<file path="src/rtl/sync_cdc_pkg.sv">
`default_nettype none
// ============================================================================
// Module      : sync_cdc_pkg
// Description : Shared constants, types and helpers for the CDC read-side
//               receive buffer. The valid flag sits at the MSB of the
//               synchroniser word, and the payload fills the bits below it.
// Revision    : 1.0 - initial release
// ============================================================================
package sync_cdc_pkg;

   localparam int DEFAULT_WIDTH = 193;
   localparam int VALID_BIT     = DEFAULT_WIDTH - 1;
   localparam int PAYLOAD_W     = DEFAULT_WIDTH - 1;
   localparam int DEFAULT_DEPTH = 4;
   localparam int DEFAULT_CNT_W = 16;

   // Outcome of the stage-2 push decision for the word held in the input register
   typedef enum logic [1:0] {
      PUSH_NONE   = 2'd0,
      PUSH_ACCEPT = 2'd1,
      PUSH_DROP   = 2'd2
   } push_res_e;

   // Pointer width: one extra bit distinguishes full from empty
   function automatic int ptr_width(input int depth);
      return $clog2(depth) + 1;
   endfunction

endpackage : sync_cdc_pkg
`default_nettype wire

</file>
<file path="src/rtl/sync_cdc_rx_ring.sv">
`default_nettype none
// ============================================================================
// Module      : sync_cdc_rx_ring
// Description : DEPTH x DATA_W circular buffer with first-word-fall-through
//               read. Pointers carry one extra wrap bit; the buffer is empty
//               when the pointers match and full when only the wrap bit
//               differs. Memory is not reset; rd_data is forced to zero
//               while the buffer is empty.
// Ports       : clk, rst_n    - clock, asynchronous active-low reset
//               push, wr_data - write request (already qualified by the
//                               caller) and the word to store
//               pop           - read request; ignored while empty
//               rd_data       - head word (zero when empty)
//               rd_valid      - buffer not empty
//               full          - all DEPTH entries occupied
// Revision    : 1.0 - initial release
// ============================================================================
module sync_cdc_rx_ring
   import sync_cdc_pkg::*;
#(
   parameter int DEPTH  = DEFAULT_DEPTH,   // power of two, minimum 2
   parameter int DATA_W = PAYLOAD_W
) (
   input  logic              clk,
   input  logic              rst_n,
   input  logic              push,
   input  logic [DATA_W-1:0] wr_data,
   input  logic              pop,
   output logic [DATA_W-1:0] rd_data,
   output logic              rd_valid,
   output logic              full
);

   localparam int AW = $clog2(DEPTH);
   localparam int PW = ptr_width(DEPTH);

   logic [PW-1:0]     wr_ptr_q, wr_ptr_d;
   logic [PW-1:0]     rd_ptr_q, rd_ptr_d;
   logic [DATA_W-1:0] mem [DEPTH];
   logic              empty;
   logic              pop_ok;

   assign empty  = (wr_ptr_q == rd_ptr_q);
   assign full   = (wr_ptr_q[AW-1:0] == rd_ptr_q[AW-1:0]) &&
                   (wr_ptr_q[AW] != rd_ptr_q[AW]);
   assign pop_ok = pop && !empty;

   always_comb begin
      wr_ptr_d = wr_ptr_q;
      rd_ptr_d = rd_ptr_q;
      if (push) begin
         wr_ptr_d = wr_ptr_q + 1'b1;
      end
      if (pop_ok) begin
         rd_ptr_d = rd_ptr_q + 1'b1;
      end
   end

   always_ff @(posedge clk or negedge rst_n) begin
      if (!rst_n) begin
         wr_ptr_q <= '0;
         rd_ptr_q <= '0;
      end else begin
         wr_ptr_q <= wr_ptr_d;
         rd_ptr_q <= rd_ptr_d;
      end
   end

   // Storage array: deliberately without reset
   always_ff @(posedge clk) begin
      if (push) begin
         mem[wr_ptr_q[AW-1:0]] <= wr_data;
      end
   end

   // Masking with empty keeps the output at zero after reset even though
   // the array itself holds stale data
   assign rd_valid = !empty;
   assign rd_data  = empty ? '0 : mem[rd_ptr_q[AW-1:0]];

endmodule : sync_cdc_rx_ring
`default_nettype wire

</file>
<file path="src/rtl/sync_cdc_rx_buffer.sv">
`default_nettype none
// ============================================================================
// Module      : sync_cdc_rx_buffer
// Description : Read-domain consumer of the CDC synchroniser output. Each
//               valid word is registered, then pushed into a small ring
//               buffer. The buffer is presented downstream on a
//               valid/ready handshake. The upstream side cannot be
//               stalled, so a word that finds the buffer full is dropped.
//               Optional statistics count accepted and dropped words and
//               flag the first drop.
// Build macro : SYNC_CDC_RX_STATS_EN - enables word_cnt, drop_cnt and
//               overflow. When undefined, those outputs are tied to zero
//               and clr_cnt is ignored.
// Ports       : clk, rst_n - clock, asynchronous active-low reset
//               data_in    - [WIDTH-1] valid flag, [WIDTH-2:0] payload
//               out_data   - payload at the buffer head (zero when empty)
//               out_valid  - buffer not empty
//               out_ready  - downstream accepts the head word
//               clr_cnt    - synchronous clear of counters and overflow
//               word_cnt   - accepted words, saturating
//               drop_cnt   - dropped words, saturating
//               overflow   - sticky, set on the first drop
// Revision    : 1.0 - initial release
// ============================================================================
module sync_cdc_rx_buffer
   import sync_cdc_pkg::*;
#(
   parameter int WIDTH = VALID_BIT + 1,    // the valid flag is the word MSB
   parameter int DEPTH = DEFAULT_DEPTH,    // power of two, minimum 2
   parameter int CNT_W = DEFAULT_CNT_W
) (
   input  logic             clk,
   input  logic             rst_n,
   input  logic [WIDTH-1:0] data_in,
   output logic [WIDTH-2:0] out_data,
   output logic             out_valid,
   input  logic             out_ready,
   input  logic             clr_cnt,
   output logic [CNT_W-1:0] word_cnt,
   output logic [CNT_W-1:0] drop_cnt,
   output logic             overflow
);

   localparam int IN_VALID_BIT = WIDTH - 1;
   localparam int IN_PAYLOAD_W = WIDTH - 1;

   // ------------------------------------------------------------------
   // Stage 1: input register, loaded on every edge
   // ------------------------------------------------------------------
   logic [WIDTH-1:0] in_q, in_d;
   logic             in_valid;

   always_comb begin
      in_d = data_in;
   end

   always_ff @(posedge clk or negedge rst_n) begin
      if (!rst_n) begin
         in_q <= '0;
      end else begin
         in_q <= in_d;
      end
   end

   assign in_valid = in_q[IN_VALID_BIT];

   // ------------------------------------------------------------------
   // Stage 2: push/drop decision
   // A full buffer still accepts a word when the head is popped in the
   // same cycle, so sustained one-in/one-out traffic never drops.
   // ------------------------------------------------------------------
   logic      ring_full;
   logic      ring_pop;
   push_res_e push_res;

   assign ring_pop = out_valid && out_ready;

   always_comb begin
      push_res = PUSH_NONE;
      if (in_valid) begin
         push_res = (!ring_full || ring_pop) ? PUSH_ACCEPT : PUSH_DROP;
      end
   end

   sync_cdc_rx_ring #(
      .DEPTH  (DEPTH),
      .DATA_W (IN_PAYLOAD_W)
   ) u_ring (
      .clk      (clk),
      .rst_n    (rst_n),
      .push     (push_res == PUSH_ACCEPT),
      .wr_data  (in_q[IN_PAYLOAD_W-1:0]),
      .pop      (ring_pop),
      .rd_data  (out_data),
      .rd_valid (out_valid),
      .full     (ring_full)
   );

   // ------------------------------------------------------------------
   // Statistics
   // ------------------------------------------------------------------
`ifdef SYNC_CDC_RX_STATS_EN
   logic [CNT_W-1:0] word_cnt_q, word_cnt_d;
   logic [CNT_W-1:0] drop_cnt_q, drop_cnt_d;
   logic             overflow_q, overflow_d;

   // A clear wins over an increment in the same cycle; that event is lost
   always_comb begin
      word_cnt_d = word_cnt_q;
      drop_cnt_d = drop_cnt_q;
      overflow_d = overflow_q;
      if (clr_cnt) begin
         word_cnt_d = '0;
         drop_cnt_d = '0;
         overflow_d = 1'b0;
      end else begin
         if ((push_res == PUSH_ACCEPT) && (word_cnt_q != '1)) begin
            word_cnt_d = word_cnt_q + 1'b1;
         end
         if (push_res == PUSH_DROP) begin
            overflow_d = 1'b1;
            if (drop_cnt_q != '1) begin
               drop_cnt_d = drop_cnt_q + 1'b1;
            end
         end
      end
   end

   always_ff @(posedge clk or negedge rst_n) begin
      if (!rst_n) begin
         word_cnt_q <= '0;
         drop_cnt_q <= '0;
         overflow_q <= 1'b0;
      end else begin
         word_cnt_q <= word_cnt_d;
         drop_cnt_q <= drop_cnt_d;
         overflow_q <= overflow_d;
      end
   end

   assign word_cnt = word_cnt_q;
   assign drop_cnt = drop_cnt_q;
   assign overflow = overflow_q;
`else
   logic unused_clr_cnt;

   assign unused_clr_cnt = clr_cnt;
   assign word_cnt       = '0;
   assign drop_cnt       = '0;
   assign overflow       = 1'b0;
`endif

endmodule : sync_cdc_rx_buffer
`default_nettype wire

</file>
<file path="config.mk">
export PLATFORM = sky130hd
export DESIGN_NAME = sync_cdc_rx_buffer
export DESIGN_NICKNAME = d
export VERILOG_FILES = /design/src/rtl/sync_cdc_pkg.sv /design/src/rtl/sync_cdc_rx_ring.sv /design/src/rtl/sync_cdc_rx_buffer.sv
export SDC_FILE = /design/constraint.sdc
export NUM_CORES = 1
export LEC_CHECK = 0
export CORE_MARGIN = 2
export CORE_UTILIZATION = 24
export CTS_CLUSTER_SIZE = 24
export DETAILED_ROUTE_END_ITERATION = 10
export SLEW_MARGIN = 20
export SYNTH_ARGS = -nofsm -noshare
export SYNTH_HDL_FRONTEND = slang
export SYNTH_SLANG_ARGS = --single-unit
</file>
<file path="constraint.sdc">
create_clock -name clk -period 14.4 [get_ports clk]
set_input_delay 1.44 -clock clk [delete_from_list [all_inputs] [get_ports clk]]
set_output_delay 1.44 -clock clk [all_outputs]
set_load 0.02 [all_outputs]
</file>
**Yosys cells after proc, flatten, opt, wreduce, memory -nomap -nowiden**

Memory sizes are Yosys's and may differ from the RTL's.
Cells that the tools add are included.

- Register bits: 199
- Bits in writable memories: 768
- Input bits: 197
- Output and inout bits: 226
- Word-level logic and storage cells: 21
- Memories kept: 1

- Add/sub/neg operators: 2
- Equality and inequality tests: 4
- Multiplexer cells: 5
- Reduce and logical (&&, ||, !) cells: 6

Memory list:

| memory | words | bits a word | rd ports | clocked after Yosys merged registers in | write ports | RTL line | source |
|---|---|---|---|---|---|---|---|
| u_ring.mem | 4 | 192 | 1 | 0 | 1 | sync_cdc_rx_ring.sv:39 | `logic [DATA_W-1:0] mem [DEPTH];` |

Operators with widths:

| cell | count |
|---|---|
| $mux W192 | 1 |
| $add A3 B1 Y3 const B | 2 |
| $mux W2 | 2 |
| $eq A3 B3 Y1 | 1 |
| $logic_and A1 B1 Y1 | 3 |
| $eq A2 B1 Y1 const B | 1 |
| $eq A2 B2 Y1 | 1 |
| $logic_not A1 Y1 | 2 |
| $mux W1 | 2 |
| $logic_or A1 B1 Y1 | 1 |
| $ne A1 B1 Y1 | 1 |

**Longest topological paths before layout**

- Depth after elaboration: 9
- Gate-level depth with buffers: 6

**By module**

From an unflattened synthesis, not the netlist that was laid out.

- Cells, all modules: 1483
- Area, all modules: 34469.3 um^2

By module, submodules not included:

| module | times used | cells each | area an instance (um^2) | seq. area each (um^2) |
|---|---|---|---|---|
| sync_cdc_rx_ring | 1 | 1253 | 29369.4 | 23212.3 |
| sync_cdc_rx_buffer | 1 | 230 | 5099.9 | 4829.6 |

**Worst setup path after synthesis**

Ideal clock, no wire load.

- Path type: input to register
- From: input out_ready
- To: memory u_ring.mem[3][0] (netlist name) (enable)
- Setup time: 0.809 ns
- Data arrival time: 10.756 ns
- Required time: 13.591 ns
- Path slack: 2.835 ns
- Stages on the path: 2
- Cell sequence: nor3_1 > a21oi_1

- Longest elaborated chain between the ends: 7

RTL lines:

| item | RTL line | source |
|---|---|---|
| from (decl) | sync_cdc_rx_buffer.sv:37 | `input logic out_ready,` |
| $logic_and A1 B1 Y1 | sync_cdc_rx_buffer.sv:76 | `assign ring_pop = out_valid && out_ready;` |
| $logic_or A1 B1 Y1 | sync_cdc_rx_buffer.sv:81 | `push_res = (!ring_full \|\| ring_pop) ? PUSH_ACCEPT : PUSH_DROP;` |
| $mux W2 | sync_cdc_rx_buffer.sv:81 |  |
| $mux W2 | sync_cdc_rx_buffer.sv:80 | `if (in_valid) begin` |
| $eq A2 B1 Y1 | sync_cdc_rx_buffer.sv:91 | `.push (push_res == PUSH_ACCEPT),` |
| $mux W1 | sync_cdc_rx_ring.sv:71 | `if (push) begin` |
| $mux W1 (implied by the code) | sync_cdc_rx_ring.sv:72 | `mem[wr_ptr_q[AW-1:0]] <= wr_data;` |
| to (decl) | sync_cdc_rx_ring.sv:39 |  |

Every way passes these cells.

**Worst setup path in the final report**

- From: register u_ring.rd_ptr_q[0]
- To: output out_data[22]

- Longest elaborated chain between the ends: 2

RTL lines:

| item | RTL line | source |
|---|---|---|
| from (decl) | sync_cdc_rx_ring.sv:38 | `logic [PW-1:0] rd_ptr_q, rd_ptr_d;` |
| from (signal assigned) | sync_cdc_rx_ring.sv:65 | `rd_ptr_q <= rd_ptr_d;` |
| $mem_v2 Z4 W192 / $eq A3 B3 Y1 (equally long branches) | -- |  |
| $mux W192 (*) | sync_cdc_rx_ring.sv:79 | `assign rd_data = empty ? '0 : mem[rd_ptr_q[AW-1:0]];` |
| to (decl) | sync_cdc_rx_buffer.sv:35 | `output logic [WIDTH-2:0] out_data,` |

Mark *: on every way between the ends. The rest lies on a longest branch, timed or not.

==> results.py <==
metrics = {
    "layout": {
        "finalNetCount": 2144,
        "multi_input_area_um2": 5972,
        "drive_gt1_share_pct": 19.52,
        "area_growth_pct": 27.39,
        "fillCellCount": 13760,
        "seq_area_um2": 28050,
    },
    "sta": {
        "fin_skew_ps": 45.58,
        "setup_violations": 0,
        "period_share_pct": 45.42,
        "period_needed_ps": 6540,
        "setup_slack_ps": 7860,
        "hold_viol": 0,
        "relSlewSlack_pct": 29.07,
        "tns_ps": 0,
        "worstMarginPinSlew_ps": 1064,
        "slew_viol_final": 0,
        "clock.fmax_mhz": 152.9,
        "rsz0062_at_grt": "false",
    },
    "synth": {
        "syn_inst": 1484,
        "synth_top_area_share_pct": 66.71,
        "synth-seq-cells": 967,
        "synth_most_common_cell": "edfxtp_1",
        "synth.distinct_cells": 28,
        "synth_area_leaders": "edfxtp_1 (67%), dfrtp_1 (14%), mux4_2 (13%)",
        "yosysTopAreaCell": "edfxtp_1",
        "yosys_warnings": 0,
        "avgSynthCellArea_um2": 23.29,
        "ys_async_sr_fraction_pct": 20.58,
        "synth_edf_count": 768,
        "netlist_area_um2": 34570,
        "synth_top_cells_by_count": "edfxtp_1 (768), dfrtp_1 (199), mux4_2 (192), nor2b_1 (192), buf_2 (40)",
        "synth_ff_type": "edfxtp_1",
        "synth-seq-area-share_pct": 81.12,
    },
    "placed_design": {
        "post-place-ws_ps": 8305,
        "port_buffers": 388,
        "place_congestion": 0.6786,
        "hpwlAfterDp_um": 43940,
    },
    "die": {
        "die_height_um": 383.5,
        "die_area_um2": 147100,
        "io_pins": 423,
        "fp.dieW_um": 383.5,
        "rows": 139,
        "core_um2": 143300,
        "initial_core_util_pct": 24.12,
    },
    "hold_path": {
        "min-delay-start": "in_q[71]",
        "hold-path-endpoint": "u_ring.mem[2][71]",
        "holdPathStages": 0,
        "hold_path.class": "flop to flop",
    },
    "cts": {
        "cts_buffers": 105,
        "hold_buffers": 0,
        "clock-sinks": 967,
        "postCtsSetupBuffers": 0,
        "clockBufferDepth": 3,
        "htreeDepth": 3,
        "clk_latency_ps": 730,
        "root_buffer": "clkbuf_16",
        "path_clk_slew_ps": 60,
        "cts_tree": "yes",
        "cts-resized-gates": 0,
    },
    "drt": {
        "num_vias": 15596,
        "vias_per_cell": 3.953,
        "wl_um": 76150,
        "drt_drc_violations_left": 0,
        "ant_nets": 0,
        "first_iter_violations": 742,
        "detail_route.first_pass.iterations": 4,
        "post_drt_wl_per_cell_um": 19.30,
    },
    "job": {
        "drv_cap": 0,
    },
    "critical_path": {
        "worst-path-max-fanout": 42,
        "cp.required_ps": 12960,
        "crit_type": "flop to output pin",
        "startpoint_type": "flop",
        "reg2reg_slack_ps": 10050,
        "reg2reg_from": "u_ring.rd_ptr_q[1]",
        "r2r-end": "u_ring.mem[3][47]",
        "r2r_cells": 6,
        "arrival_ps": 5100,
        "cp-startpoint": "u_ring.rd_ptr_q[0]",
        "cp-end-kind": "output pin",
    },
    "grt": {
        "grt_start_max_net_pins": 142,
        "grt_usage_pct": 10.19,
        "grt_pass1_vias": 16388,
        "grt_pass1_wl_um": 110400,
        "grt_overflow": 0,
        "antenna_found_initial": 18,
    },
    "outcome": {
        "outcome": "complete, no violations",
    },
    "pwr": {
        "leakagePower_nw": 14.68,
        "ir_worst_vdd_uv": 203.6,
        "p_per_area_nw_per_um2": 233.4,
    },
}
[routing by layer]
| metal | vias up | share of wire (%) | GRT usage, % |
|---|---|---|---|
| met4 | 18 | 2.7 | 3.980 |
| li1 | 6754 | - | - |
| met2 | 445 | 48 | 16.12 |
| met3 | 129 | 7.4 | 3.383 |
| met1 | 8250 | 42 | 12.89 |
| met5 | - | 0.16 | 0 |
[flip-flops by register name, indices dropped and copies added (netlist names)]
register / cells
u_ring.mem: 768
in_q: 193
u_ring.rd_ptr_q: 3
u_ring.wr_ptr_q: 3
[layout by cell type, fill, tap and decap left out, drive strengths merged, types with 2 or more instances in the layout]
| master | netlist | layout |
|---|---|---|
| inv | 6 | 15 |
| diode | 0 | 8 |
| edfxtp | 768 | 768 |
| o311ai | 2 | 2 |
| ha | 5 | 5 |
| mux4 | 192 | 192 |
| clkbuf | 5 | 149 |
| clkinvlp | 0 | 4 |
| nor2b | 192 | 192 |
| mux2 | 2 | 2 |
| nor3 | 2 | 2 |
| clkdlybuf4s50 | 0 | 387 |
| buf | 93 | 30 |
| nor2 | 3 | 3 |
| dfrtp | 199 | 199 |
| clkinv | 0 | 33 |
| bufinv | 0 | 4 |
| nand2 | 2 | 2 |
| xor2 | 3 | 3 |
| conb | 1 | 33 |
| xnor2 | 4 | 4 |
[worst max path at each step]
stage	endpoint	cells after the start
floorplan	u_ring.mem[3][0]	2
global placement	out_data[10]	6
detailed placement	out_data[10]	6
CTS	out_data[10]	6
global route	out_data[10]	6
finish	out_data[22]	6
[through the flow]
step | instances | utilization [%] | cell area [µm²] | power (mW) | hold slack (ps)
floorplan | 1516 | - | 34690 | 6.161 | 454.7
global placement | 3738 | 28.29 | 40540 | 7.792 | 467.9
detailed placement | 3738 | 28.29 | 40540 | 7.800 | 473.2
CTS | 3937 | 30.71 | 44010 | 10.50 | 460.0
global route | 3942 | 30.72 | 44030 | 10.78 | 476.2
finish | 3945 | 30.73 | 44030 | 10.28 | 446.8
[layout make-up]
| cell class | count | area share, % |
|---|---|---|
| Antenna cell | 8 | 0.04546 |
| Clock buffer | 149 | 6.777 |
| Clock inverter | 50 | 1.105 |
| Inverter | 6 | 0.05115 |
| Multi-Input combinational cell | 445 | 13.56 |
| Sequential cell | 967 | 63.70 |
| Tap cell | 1903 | 5.407 |
| Timing Repair Buffer | 417 | 9.354 |
[cells by family (layout without fill, tap and decap cells)]
group	after synthesis	count (layout)	synth area share [%]
flip-flops	967	967	81.12
AND/OR/NAND/NOR	201	201	3.616
multiplexers	194	194	12.59
buffers and inverters	104	622	2.067
XOR/XNOR	7	7	0.2534
adder cells (fa/ha/maj)	5	5	0.1810
AO/OA/AOI/OAI	5	5	0.1665
other	1	41	0.01085
[power by group]
part,internal (mW),switching (mW),total [mW]
clock network,1.53,1.12,2.65
logic,1.74,2.14,3.88
registers,3.58,0.165,3.74
total,6.85,3.43,10.3
[worst max-delay path, stage by stage (launching register included)]
cell and delay, ps:
dfrtp_4 710, buf_4 550, buf_4 790, buf_4 800, mux4_2 680, nor2b_1 170, clkdlybuf4s50_1 610
Power figures use the tool's default switching activity.
